<file path="config.mk">
export PLATFORM = sky130hd
export DESIGN_NAME = fp16_divider
export DESIGN_NICKNAME = d
export VERILOG_FILES = /design/src/rtl/fp16_pkg.sv /design/src/rtl/fp16_classify.sv /design/src/rtl/fp16_divider.sv
export SDC_FILE = /design/constraint.sdc
export NUM_CORES = 1
export LEC_CHECK = 0
export CORE_MARGIN = 5
export CORE_UTILIZATION = 56
export CTS_CLUSTER_SIZE = 10
export DETAILED_ROUTE_END_ITERATION = 6
export HOLD_SLACK_MARGIN = 0.15
export PLACE_DENSITY = 0.89
export SYNTH_ARGS = -nofsm -noshare
export SYNTH_HDL_FRONTEND = slang
export SYNTH_SLANG_ARGS = --single-unit
</file>
<file path="constraint.sdc">
create_clock -name clk -period 5.25 [get_ports clk]
set_input_delay 1.05 -clock clk [delete_from_list [all_inputs] [get_ports clk]]
set_output_delay 1.05 -clock clk [all_outputs]
set_load 0.05 [all_outputs]
</file>
<file path="src/rtl/fp16_pkg.sv">
// Shared definitions for the fp16 datapath (divider, multiplier, classifier).
//   - format constants (bias, max exponent, canonical NaN, infinity magnitude)
//   - bit positions inside the 4-bit exception flag vector
//   - divider FSM state encoding
//   - unpacked operand record produced by fp16_classify
package fp16_pkg;

  localparam int          EXP_BIAS = 15;
  localparam int          EXP_MAX  = 31;
  localparam logic [15:0] QNAN     = 16'h7E00;
  localparam logic [14:0] INF_MAG  = 15'h7C00;

  // flags = {invalid, div_by_zero, overflow, underflow}
  localparam int FLG_INVALID = 3;
  localparam int FLG_DZ      = 2;
  localparam int FLG_OVF     = 1;
  localparam int FLG_UNF     = 0;

  typedef enum logic [1:0] {
    IDLE = 2'd0,
    DIV  = 2'd1,
    NORM = 2'd2,
    DONE = 2'd3
  } state_t;

  // man carries the hidden one; it is meaningless when is_zero/is_inf/is_nan
  typedef struct packed {
    logic        sign;
    logic [4:0]  exp;
    logic [10:0] man;
    logic        is_zero;
    logic        is_inf;
    logic        is_nan;
  } fp16_class_t;

endpackage

</file>
<file path="src/rtl/fp16_classify.sv">
// Combinational unpack of one binary16 operand.
//   x   : fp16 operand {sign, exp[4:0], frac[9:0]}
//   cls : sign, exponent, mantissa with hidden one, and zero/inf/nan class
// Subnormals (exp == 0, frac != 0) are treated as zero.
module fp16_classify
  import fp16_pkg::*;
(
  input  logic [15:0]  x,
  output fp16_class_t  cls
);

  logic [4:0] exp_field;
  logic [9:0] frac_field;

  assign exp_field  = x[14:10];
  assign frac_field = x[9:0];

  always_comb begin
    cls         = '0;
    cls.sign    = x[15];
    cls.exp     = exp_field;
    cls.man     = {1'b1, frac_field};
    cls.is_zero = (exp_field == 5'd0);
    cls.is_inf  = (exp_field == 5'(EXP_MAX)) && (frac_field == 10'd0);
    cls.is_nan  = (exp_field == 5'(EXP_MAX)) && (frac_field != 10'd0);
  end

endmodule

</file>
<file path="src/rtl/fp16_divider.sv">
// Iterative binary16 divider, result = a / b.
//   clk, rst_n           : clock, synchronous active-low reset
//   in_valid / in_ready  : operand handshake; in_ready only while idle
//   a, b                 : dividend, divisor (fp16)
//   out_valid / out_ready: result handshake; result/flags held until taken
//   result               : fp16 quotient
//   flags                : {invalid, div_by_zero, overflow, underflow}
// Special operands finish in one cycle. Normal operands run a restoring
// radix-2 division (one quotient bit per cycle), then one cycle of
// normalisation and round-to-nearest-even. Subnormals are flushed to zero
// on input and output.
module fp16_divider
  import fp16_pkg::*;
#(
  parameter int QBITS = 14
) (
  input  logic        clk,
  input  logic        rst_n,
  input  logic        in_valid,
  output logic        in_ready,
  input  logic [15:0] a,
  input  logic [15:0] b,
  output logic        out_valid,
  input  logic        out_ready,
  output logic [15:0] result,
  output logic [3:0]  flags
);

  // ---------------------------------------------------------------------
  // Operand classification (one classifier per operand)
  // ---------------------------------------------------------------------
  logic [1:0][15:0] opnd;
  fp16_class_t      cls [2];

  assign opnd[0] = a;
  assign opnd[1] = b;

  generate
    for (genvar gi = 0; gi < 2; gi++) begin : g_classify
      fp16_classify u_classify (
        .x   (opnd[gi]),
        .cls (cls[gi])
      );
    end
  endgenerate

  // ---------------------------------------------------------------------
  // State
  // ---------------------------------------------------------------------
  state_t            state_reg, state_next;
  logic              sign_reg, sign_next;
  logic [4:0]        ea_reg, ea_next;
  logic [4:0]        eb_reg, eb_next;
  logic [10:0]       mb_reg, mb_next;
  // Remainder is below 2*mb after the shift, so 12 bits suffice.
  logic [11:0]       r_reg, r_next;
  logic [QBITS-1:0]  q_reg, q_next;
  logic [3:0]        cnt_reg, cnt_next;
  logic [15:0]       result_reg, result_next;
  logic [3:0]        flags_reg, flags_next;

  always_ff @(posedge clk) begin
    if (!rst_n) begin
      state_reg  <= IDLE;
      sign_reg   <= 1'b0;
      ea_reg     <= '0;
      eb_reg     <= '0;
      mb_reg     <= '0;
      r_reg      <= '0;
      q_reg      <= '0;
      cnt_reg    <= '0;
      result_reg <= 16'h0000;
      flags_reg  <= 4'b0000;
    end else begin
      state_reg  <= state_next;
      sign_reg   <= sign_next;
      ea_reg     <= ea_next;
      eb_reg     <= eb_next;
      mb_reg     <= mb_next;
      r_reg      <= r_next;
      q_reg      <= q_next;
      cnt_reg    <= cnt_next;
      result_reg <= result_next;
      flags_reg  <= flags_next;
    end
  end

  assign in_ready  = (state_reg == IDLE);
  assign out_valid = (state_reg == DONE);
  assign result    = result_reg;
  assign flags     = flags_reg;

  // ---------------------------------------------------------------------
  // One restoring division step
  // ---------------------------------------------------------------------
  logic        q_bit;
  logic [11:0] r_sub;

  always_comb begin
    q_bit = (r_reg >= {1'b0, mb_reg});
    r_sub = q_bit ? (r_reg - {1'b0, mb_reg}) : r_reg;
  end

  // ---------------------------------------------------------------------
  // Normalise and round (valid while in NORM)
  // ---------------------------------------------------------------------
  logic              int_bit;
  logic [9:0]        frac_pre;
  logic              guard;
  logic              sticky;
  logic              round_up;
  logic [10:0]       frac_sum;
  logic signed [6:0] e_pre;
  logic signed [6:0] e_rnd;

  always_comb begin
    int_bit = q_reg[QBITS-1];
    if (int_bit) begin
      frac_pre = q_reg[12:3];
      guard    = q_reg[2];
      sticky   = (|q_reg[1:0]) | (r_reg != 12'd0);
    end else begin
      // Quotient of two normalised mantissas is >= 0.5, so q[12] is set here.
      frac_pre = q_reg[11:2];
      guard    = q_reg[1];
      sticky   = q_reg[0] | (r_reg != 12'd0);
    end
    e_pre = $signed({2'b00, ea_reg}) - $signed({2'b00, eb_reg})
          + (int_bit ? 7'sd15 : 7'sd14);
    round_up = guard && (sticky || frac_pre[0]);
    // A carry out of the fraction leaves frac_sum[9:0] at zero, which is
    // exactly the renormalised fraction of 2.0.
    frac_sum = {1'b0, frac_pre} + {10'd0, round_up};
    e_rnd    = e_pre + $signed({6'd0, frac_sum[10]});
  end

  // ---------------------------------------------------------------------
  // Next-state and datapath
  // ---------------------------------------------------------------------
  logic op_sign;
  logic sp_invalid;
  logic sp_inf;
  logic sp_dz;
  logic sp_zero;

  always_comb begin
    op_sign    = cls[0].sign ^ cls[1].sign;
    sp_invalid = cls[0].is_nan || cls[1].is_nan
              || (cls[0].is_zero && cls[1].is_zero)
              || (cls[0].is_inf && cls[1].is_inf);
    sp_inf     = cls[0].is_inf;
    sp_dz      = cls[1].is_zero && !cls[0].is_inf;
    sp_zero    = cls[0].is_zero || cls[1].is_inf;
  end

  always_comb begin
    state_next  = state_reg;
    sign_next   = sign_reg;
    ea_next     = ea_reg;
    eb_next     = eb_reg;
    mb_next     = mb_reg;
    r_next      = r_reg;
    q_next      = q_reg;
    cnt_next    = cnt_reg;
    result_next = result_reg;
    flags_next  = flags_reg;

    case (state_reg)
      IDLE: begin
        if (in_valid) begin
          sign_next = op_sign;
          ea_next   = cls[0].exp;
          eb_next   = cls[1].exp;
          mb_next   = cls[1].man;
          r_next    = {1'b0, cls[0].man};
          q_next    = '0;
          cnt_next  = '0;
          if (sp_invalid) begin
            result_next              = QNAN;
            flags_next               = 4'b0000;
            flags_next[FLG_INVALID]  = 1'b1;
            state_next               = DONE;
          end else if (sp_inf) begin
            result_next = {op_sign, INF_MAG};
            flags_next  = 4'b0000;
            state_next  = DONE;
          end else if (sp_dz) begin
            result_next         = {op_sign, INF_MAG};
            flags_next          = 4'b0000;
            flags_next[FLG_DZ]  = 1'b1;
            state_next          = DONE;
          end else if (sp_zero) begin
            result_next = {op_sign, 15'd0};
            flags_next  = 4'b0000;
            state_next  = DONE;
          end else begin
            state_next = DIV;
          end
        end
      end

      DIV: begin
        q_next   = {q_reg[QBITS-2:0], q_bit};
        r_next   = {r_sub[10:0], 1'b0};
        cnt_next = cnt_reg + 4'd1;
        if (cnt_reg == 4'(QBITS - 1)) begin
          state_next = NORM;
        end
      end

      NORM: begin
        flags_next = 4'b0000;
        if (e_rnd >= 7'sd31) begin
          result_next          = {sign_reg, INF_MAG};
          flags_next[FLG_OVF]  = 1'b1;
        end else if (e_rnd <= 7'sd0) begin
          result_next          = {sign_reg, 15'd0};
          flags_next[FLG_UNF]  = 1'b1;
        end else begin
          result_next = {sign_reg, e_rnd[4:0], frac_sum[9:0]};
        end
        state_next = DONE;
      end

      DONE: begin
        if (out_ready) begin
          state_next = IDLE;
        end
      end

      default: state_next = IDLE;
    endcase
  end

endmodule

</file>
-- Yosys cells after proc, flatten, opt, wreduce, memory -nomap -nowiden
Index checks and enable logic that the tools add are counted.
- flip-flop bits (word level): 74
- bits of input ports: 36
- output and inout bits: 22
- logic and storage cells: 97
- reductions and logical operators: 29
- muxes and demuxes: 36
- equality and inequality tests: 10
- $add $sub $neg: 6
- order comparisons: 3
- bitwise logic cells: 3
- operators by type and width (operator ; count):
    $mux 16 ; 5
    $pmux 16 s2 ; 1
    $mux 15 ; 2
    $pmux 14 s2 ; 1
    $mux 4 ; 6
    $pmux 12 s2 ; 1
    $logic_not 10->1 ; 2
    $reduce_bool 10->1 ; 2
    $pmux 4 s2 ; 2
    $mux 14 ; 1
    $mux 2 ; 7
    $ge 12x11->1 ; 1
    $mux 12 ; 1
    $reduce_bool 12->1 ; 1
    $add 10x1->11 ; 1
    $mux 11 ; 1
    $sub 11x11->11 ; 1
    $eq 5x5->1 const B ; 2
    $logic_not 5->1 ; 2
    $mux 10 ; 1
    $logic_and 1x1->1 ; 8
    $pmux 2 s4 ; 1
    $add 6x5->7 ; 1
    $add 7x2->7 ; 1
    20 further kinds ; 35

-- Depth between registers and ports, before layout
Gate-level depths: netlist of the first run.
- depth after elaboration: 11
- depth in mapped cells: 18
- mapped depth without buffers: 15

-- Hierarchy
Synthesis of the first run repeated with hierarchy kept, for this count alone.
- cells, all modules: 585
- area, all modules: 4700.8 µm²
- by module, submodules not included (module ; cells each ; instances ; sequential area each (µm²) ; area an instance (µm²)):
    fp16_divider ; 529 ; 1 ; 1481.4 ; 4327.9
    fp16_classify ; 28 ; 2 ; 0.0 ; 186.4

-- Worst setup path before layout of the first run
No wires, ideal clock.
- path type: reg-to-reg
- from: register q_reg[13]
- to: register result_reg[0], in the netlist result[0]
- setup time: 0.062 ns
- path buffers: 3
- data required time: 5.188 ns
- path slack: 0.716 ns
- cell stages (with the launch flop): 19
- clock period less this slack: 4.534 ns
- data arrival time: 4.472 ns
- cell sequence: dfxtp_1 -> clkbuf_1 -> clkbuf_1 -> buf_1 -> nand2_1 -> a21boi_0 -> ha_1 -> nand2_1 -> nor2_1 -> and3_1 -> nand4b_1 -> fa_1 -> ha_1 -> xor2_1 -> nand3_1 -> nor3_2 -> or4_4 -> a2111oi_4 -> a32o_1
- word-level cells in the longest chain between the ends: 9
- elaborated cells between the ends (all ways): 14
- classes of those cells: 3 x add/sub; 2 x order compare; 7 x mux; 2 x reduce/logical
- ends and longest elaborated chain (what ; RTL line ; RTL):
    start: declaration ; fp16_divider.sv:57 ; logic [QBITS-1:0] q_reg, q_next;
    start signal: assignment ; fp16_divider.sv:81 ; q_reg <= q_next;
    $mux 1 / $mux 10 (equally long branches) ; fp16_divider.sv:118 ; if (int_bit) begin
    $logic_or 1x1->1 ; fp16_divider.sv:130 ; round_up = guard && (sticky || frac_pre[0]);
    $logic_and 1x1->1 ; fp16_divider.sv:130 ;
    $add 10x1->11 ; fp16_divider.sv:133 ; frac_sum = {1'b0, frac_pre} + {10'd0, round_up};
    $add 7x2->7 ; fp16_divider.sv:134 ; e_rnd = e_pre + $signed({6'd0, frac_sum[10]});
    $le 7x1->1 ; fp16_divider.sv:216 ; end else if (e_rnd <= 7'sd0) begin
    $mux 15 ; fp16_divider.sv:216 ;
    $mux 15 (*) ; fp16_divider.sv:213 ; if (e_rnd >= 7'sd31) begin
    $pmux 16 s2 (*) ; fp16_divider.sv:168 ; case (state_reg)
    end signal: assignment ; fp16_divider.sv:83 ; result_reg <= result_next;
    end: declaration ; fp16_divider.sv:59 ; logic [15:0] result_reg, result_next;
Mark *: on every way between the ends. The rest lies on a longest branch, timed or not.
A chain may end at the register's enable or synchronous reset.

-- Worst setup path in the final report of the first run
- from: register q_reg[13]
- to: register result_reg[6], in the netlist result[6]
The elaborated chain is that of the path after synthesis.

==> results of run 1 <==
cell usage after synthesis (5+ instances only):
library cell	instances	share of area [%]
a21oi_1	52	5.8
nand3_1	11	1.2
nor4_1	9	1.3
clkbuf_1	24	2.0
and3_1	5	0.70
a22o_1	5	0.98
xnor2_1	7	1.4
nor3_1	15	1.7
mux2i_1	14	3.1
o21ai_0	28	3.1
nor2b_1	5	0.70
xor2_1	7	1.4
nand2_1	69	5.8
o211ai_1	5	0.84
a32o_1	5	1.1
ha_1	24	6.7
inv_1	31	2.6
dfxtp_1	74	33
a22oi_1	24	4.0
o21a_1	5	0.84
nor2_1	51	4.3
and2_1	5	0.70
a31oi_1	5	0.70
a221oi_1	5	0.98
kinds of logic (layout without fill, tap and decap cells):
logic type / count (synthesis) / in the layout / share of synthesized area [%]
adders and majority gates: 28 / 28 / 8.26
DFF: 74 / 74 / 33.0
xor gates and xnor gates: 14 / 14 / 2.74
muxes: 17 / 17 / 3.88
buffers and inverters: 60 / 108 / 5.02
AOI/OAI and AO/OA: 171 / 171 / 25.6
and+or+nand+nor: 199 / 199 / 21.5
worst reg2reg max path, cell delays in order, from the launching register on:
cell and delay (ns):
dfxtp_1 0.44, nand2_1 0.11, a21boi_0 0.21, ha_1 0.24, nand2_1 0.09, nor2_1 0.19, and3_1 0.24, nand4b_1 0.14
fa_1 0.49, ha_1 0.26, xor2_1 0.19, nand3_1 0.15, nor3_2 0.06, or4_4 0.44, a2111oi_4 0.69, a32o_1 0.27
through the flow:
stage | util [%] | hold slack, ns | worst slack (ns)
after floorplan | - | 0.436 | 0.716
after global placement | 65.6 | 0.444 | 1.26
after detailed placement | 65.6 | 0.449 | 1.05
after CTS | 68.0 | 0.459 | 1.04
after global routing | 68.0 | 0.480 | 0.772
final | 68.0 | 0.460 | 1.02
layout make-up:
class	count	area [um^2]
Sequential cell	74	1480
Tap cell	102	128
Multi-Input combinational cell	429	2780
Fill cell	657	2490
Clock inverter	5	38.8
Inverter	32	120
Timing Repair Buffer	60	593
Clock buffer	11	141
worst min path at each step:
| stage | depth (start not counted) | end | from | slack (ns) |
|---|---|---|---|---|
| 2_1_floorplan | 2 | ea_reg[0] | ea_reg[0] | 0.44 |
| 3_3_place_gp | 2 | flags[2] | flags[2] | 0.44 |
| 3_5_place_dp | 2 | eb_reg[3] | eb_reg[3] | 0.45 |
| 4_1_cts | 2 | eb_reg[3] | eb_reg[3] | 0.46 |
| 5_1_grt | 2 | mb_reg[2] | mb_reg[2] | 0.48 |
| 6_report | 2 | eb_reg[3] | eb_reg[3] | 0.46 |
layer usage:
metal	vias to the layer above	GRT usage [%]	routed length, um
met2	148	41.6	5880
met4	0	10.6	343
li1	2120	-	-
met5	-	0	0
met3	30	4.49	703
met1	2081	31.7	5160
cells in the final DEF (no fill, tap or decap), drive strengths merged, types with 7 or more instances in the layout:
cell | Yosys | layout
nand2 | 69 | 69
clkdlybuf4s50 | 0 | 57
nor2 | 51 | 51
nand3 | 12 | 12
xor2 | 7 | 7
nor3 | 16 | 16
inv | 32 | 33
o21ai | 31 | 31
a21o | 7 | 7
clkbuf | 24 | 11
xnor2 | 7 | 7
ha | 24 | 24
a21oi | 53 | 53
and2 | 7 | 7
a22oi | 24 | 24
nor4 | 9 | 9
dfxtp | 74 | 74
mux2i | 14 | 14
power by group:
part | internal, W | leakage (nW) | switching [W] | total [W]
logic | 0.000691 | 1.20 | 0.00111 | 0.00180
registers | 0.000658 | 0.602 | 0.0000839 | 0.000742
clock network | 0.000187 | 0.0899 | 0.000224 | 0.000412
total | 0.00154 | 1.89 | 0.00142 | 0.00296
==> impl_metrics.csv, run 1 <==
group,metric,value,unit
timing,period_share,80.6,%
die,start_util,57.7,%
yosys,yosys.cell_types.count,68,
setup_path,cp_slowest_cell,"a2111oi_4",
die,io_pins,58,
die,die_h,99.5,um
setup_path,critPathKind,"reg -> reg",
die,core_area,0.00777,mm^2
clocking,cts_buffers,9,
timing,tns,0,ns
timing,fin_crit,4.23,ns
yosys,ys_ff_latch,74,
detailed_routing,wl,12100,um
timing,worst_pin_slew,1.09,ns
grt,grt_pass1_vias,4326,
worst_hold_path,hold_class,"reg -> reg",
clocking,postCtsSetupBuffers,0,
timing,clock_skew,0.00887,ns
final_layout,final_cells,713,
grt,track_usage,25.0,%
clocking,insertion_delay,0.35,ns
final_layout,layout-drive-gt1-share,6.38,%
yosys,ys_seq_area_share,33.0,%
setup_path,end_kind,"flop",
detailed_routing,drtPass1Iterations,5,
yosys,ys.flop_type,"dfxtp_1",
final_layout,nets,669,
yosys,synthCells,563,
placed_design,hpwl,9020,um
timing,setup_violations,0,
detailed_routing,drcViolationCount,0,
detailed_routing,drt.antenna.violating_nets,0,
die,dieArea,0.00990,mm^2
final_layout,largest_reg_flops,16,
clocking,cts_hold_buffers,0,
final_layout,area_delta_synth_final,17.8,%
final_layout,diodes,0,
setup_path,r2r_slack,1.02,ns
clocking,cts_tree,"done",
setup_path,crit_cells,15,
setup_path,required,5.54,ns
grt,grt-ovfl-total,0,
detailed_routing,via_per_inst,6.14,
timing,hold_viol,0,
setup_path,crit_path_start_kind,"flop",
grt,antenna_found_initial,0,
placed_design,placed_cells,697,
yosys,async_flop_share,0,%
setup_path,cp_cell_sequence,"nand2_1 -> a21boi_0 -> ha_1 -> nand2_1 -> nor2_1 -> and3_1 -> nand4b_1 -> fa_1 -> ha_1 -> xor2_1 -> nand3_1 -> nor3_2 -> or4_4 -> a2111oi_4 -> a32o_1",
setup_path,r2r_cells,15,
timing,max_slew_margin,26.9,%
clocking,cts_max_path_buffers,2,
final_layout,final_area,0.00528,mm^2
die,core.rowCount,32,
detailed_routing,wl_per_cell,17.0,um
clocking,cts.sinks,74,
power,powerDensity,560,mW/mm^2
setup_path,startpoint,"q_reg[13]",
placed_design,place_congestion,0.981,
yosys,synth_edf_count,0,
setup_path,crit_fanout,10,
setup_path,path_delay_family,"simple AND/OR/NAND/NOR gates",
grt,grt_pass1_wl,20200,um
placed_design,place_area,0.00510,mm^2
power,p_total,0.00296,W
timing,fmax,236,MHz
clocking,cts_root_buffer,"clkbuf_8",
setup_path,worst-path-buf-inv,0,
setup_path,crit_path_end,"result[6]",
yosys,synth_warnings,0,
status,status,"finished clean",
flow_run,max_cap_viol_count,0,
clocking,cts.htree.levels,3,
power,ir_worst_vdd,0.367,mV
yosys,synth.avg_cell_area,7.96,um^2
die,die_width,99.5,um
clocking,cts_resized,0,
power,p_leak,1.89,nW
setup_path,rr_startpoint,"q_reg[13]",
yosys,synth_nets,626,
clocking,clk_pin_slew,0.08,ns
setup_path,critPathArrivalTime,4.53,ns
grt,grt_start_max_net_pins,64,
timing,grt_setup_unrepaired,"no",
placed_design,port_buffers,57,
timing,slew_viol_final,0,
setup_path,r2r-end,"result[6]",
detailed_routing,vias,4379,
setup_path,slowest_delay,0.68,ns
detailed_routing,drt_iter0_drc,313,
yosys,synth.cell_area,0.00448,mm^2
(Power assumes the default switching activity.)
==> run 2: changes to the inputs <==
==> constraint.sdc (replaced) <==
create_clock -name clk -period 4.1 [get_ports clk]
set_input_delay 0.82 -clock clk [delete_from_list [all_inputs] [get_ports clk]]
set_output_delay 0.82 -clock clk [all_outputs]
set_load 0.05 [all_outputs]
==> run 2 against run 1 <==
  * Maximum frequency increased by 9.8%
  * Wire length decreased by 2.9%
  * Worst hold slack got worse by 0.0025 ns
  * Sequential share of layout area decreased by 0.23 points
  * Sequential power increased by 28%
  * Clock power increased by 37%
  * First-iteration DRC count increased by 0.96%
  * Core utilization increased by 0.72 points
  * Global-route usage decreased by 0.83 points
  * Critical endpoint is now result[8]
  * Largest cell class unchanged
  * Largest power group unchanged
  * Highest routed layer unchanged
==> impl_metrics.csv, run 2 (same netlist as run 1, synthesis figures left out) <==
group,metric,value,unit
status,status,"finished clean",
placed_design,place_congestion,0.943,
timing,fin_crit,3.86,ns
die,die_width,99.5,um
detailed_routing,drt.antenna.violating_nets,0,
die,core.rowCount,32,
setup_path,required,4.40,ns
die,start_util,57.7,%
grt,grt-ovfl-total,0,
timing,setup_violations,0,
grt,grt_pass1_wl,19300,um
worst_hold_path,hold_class,"reg -> reg",
setup_path,critPathArrivalTime,4.16,ns
die,io_pins,58,
die,die_h,99.5,um
worst_hold_path,worstHoldEndpoint,"flags[2]",
detailed_routing,via_per_inst,6.07,
clocking,cts_buffers,9,
timing,tns,0,ns
final_layout,layout-drive-gt1-share,7.97,%
die,dieArea,0.00990,mm^2
clocking,cts.htree.levels,3,
grt,antenna_found_initial,0,
detailed_routing,drcViolationCount,0,
setup_path,r2r_slack,0.24,ns
grt,track_usage,24.1,%
timing,period_share,94.1,%
setup_path,cp_slowest_cell,"or4_4",
clocking,cts_hold_buffers,0,
final_layout,utilization,68.7,%
die,core_area,0.00777,mm^2
timing,fmax,259,MHz
timing,max_slew_margin,53.0,%
setup_path,r2r-end,"result[8]",
final_layout,layout_commonest_cell,"dfxtp_1",
timing,clock_skew,0.00829,ns
setup_path,cp_cell_sequence,"nand2b_1 -> a21boi_0 -> ha_2 -> nand2_1 -> nor2_2 -> and3_4 -> nand4b_1 -> fa_2 -> ha_1 -> xor2_1 -> nand3_1 -> nor3_2 -> or4_4 -> a2111oi_4 -> buf_6 -> a32o_1",
clocking,cts_root_buffer,"clkbuf_8",
grt,grt_start_max_net_pins,38,
clocking,cts.sinks,74,
timing,worst_pin_slew,0.705,ns
timing,hold_slack,0.458,ns
detailed_routing,drt_iter0_drc,316,
setup_path,rr_startpoint,"q_reg[13]",
worst_hold_path,hold_depth,2,
setup_path,critPathKind,"reg -> reg",
detailed_routing,wl_per_cell,16.4,um
clocking,clk_pin_slew,0.08,ns
setup_path,end_kind,"flop",
setup_path,slowest_delay,0.43,ns
clocking,cts_max_path_buffers,2,
placed_design,port_buffers,57,
setup_path,r2r_cells,16,
final_layout,layout_common_cells,"dfxtp_1, nand2_1, clkdlybuf4s50_1",
clocking,cts_tree,"done",
setup_path,crit_path_start_kind,"flop",
detailed_routing,drtPass1Iterations,5,
setup_path,crit_fanout,10,
placed_design,hpwl,8640,um
clocking,insertion_delay,0.36,ns
worst_hold_path,hp-start,"flags[2]",
flow_run,max_cap_viol_count,0,
detailed_routing,vias,4354,
power,ir_worst_vdd,0.601,mV
final_layout,area_delta_synth_final,19.0,%
grt,grt_pass1_vias,4084,
final_layout,nets,673,
timing,slew_viol_final,0,
power,p_leak,1.91,nW
detailed_routing,wl,11700,um
timing,hold_viol,0,
final_layout,largest_reg_flops,16,
power,powerDensity,717,mW/mm^2
final_layout,diodes,0,
run 2: cell types whose count changed in the layout (fill, tap and decap cells not counted), moves of 2 or more:
cell	change
buf_4	+3
dfxtp_2	+3
dfxtp_1	-3
clkinv_4	-2
run 2: per-stage QoR:
step | area [um^2] | cells | power [W] | setup slack [ns]
6_report | 5340 | 717 | 0.00382 | 0.244
5_1_grt | 5340 | 717 | 0.00410 | -0.0128
4_1_cts | 5320 | 717 | 0.00379 | 0.104
3_5_place_dp | 5120 | 700 | 0.00322 | 0.0240
3_3_place_gp | 5120 | 700 | 0.00318 | 0.199
2_1_floorplan | 4490 | 563 | 0.00271 | 0.0308
run 2: worst max-delay path: cells and delay by family, from the launching register on:
family	cells	cell delay, ns
simple gates	8	1.41
flops	1	0.36
xor+xnor	1	0.21
buf+inv	1	0.19
compound gates	3	0.72
fa+ha+maj	3	0.90
run 2: what timing repair did:
item	in CTS	in global routing
buffers inserted	1	0
cloned	0	0
gates resized for setup	0	8
pin swaps	1	1
setup endpoints to repair	2	10
run 2: area by class of cell:
type                            instances  area [um^2]
Multi-Input combinational cell        429         2790
Fill cell                             684         2430
Sequential cell                        74         1490
Timing Repair Buffer                   64          627
Clock buffer                           11          131
Tap cell                              102          128
Inverter                               32          120
Clock inverter                          5         55.1
run 2: report_power, final:
group	switching (W)	internal [W]	total (W)	leakage [nW]
clock network	0.000284	0.000279	0.000564	0.0893
registers	0.000106	0.000842	0.000949	0.604
logic	0.00141	0.000898	0.00231	1.22
total	0.00181	0.00202	0.00382	1.91
run 2: how the worst max path moves through the flow:
| stage | from | endpoint | slack [ns] | cells after the start |
|---|---|---|---|---|
| floorplan | q_reg[13] | result[0] | 0.03 | 18 |
| global placement | q_reg[13] | result[6] | 0.20 | 15 |
| detailed placement | q_reg[13] | result[8] | 0.02 | 15 |
| CTS | q_reg[13] | result[8] | 0.10 | 16 |
| global route | q_reg[13] | result[8] | -0.01 | 16 |
| finish | q_reg[13] | result[8] | 0.24 | 16 |
run 2: metal layers:
layer	track usage (%)	share of wire, %
met1	30.8	44
met2	39.7	47
met3	5.47	5.9
met4	9.35	2.4
met5	0	0
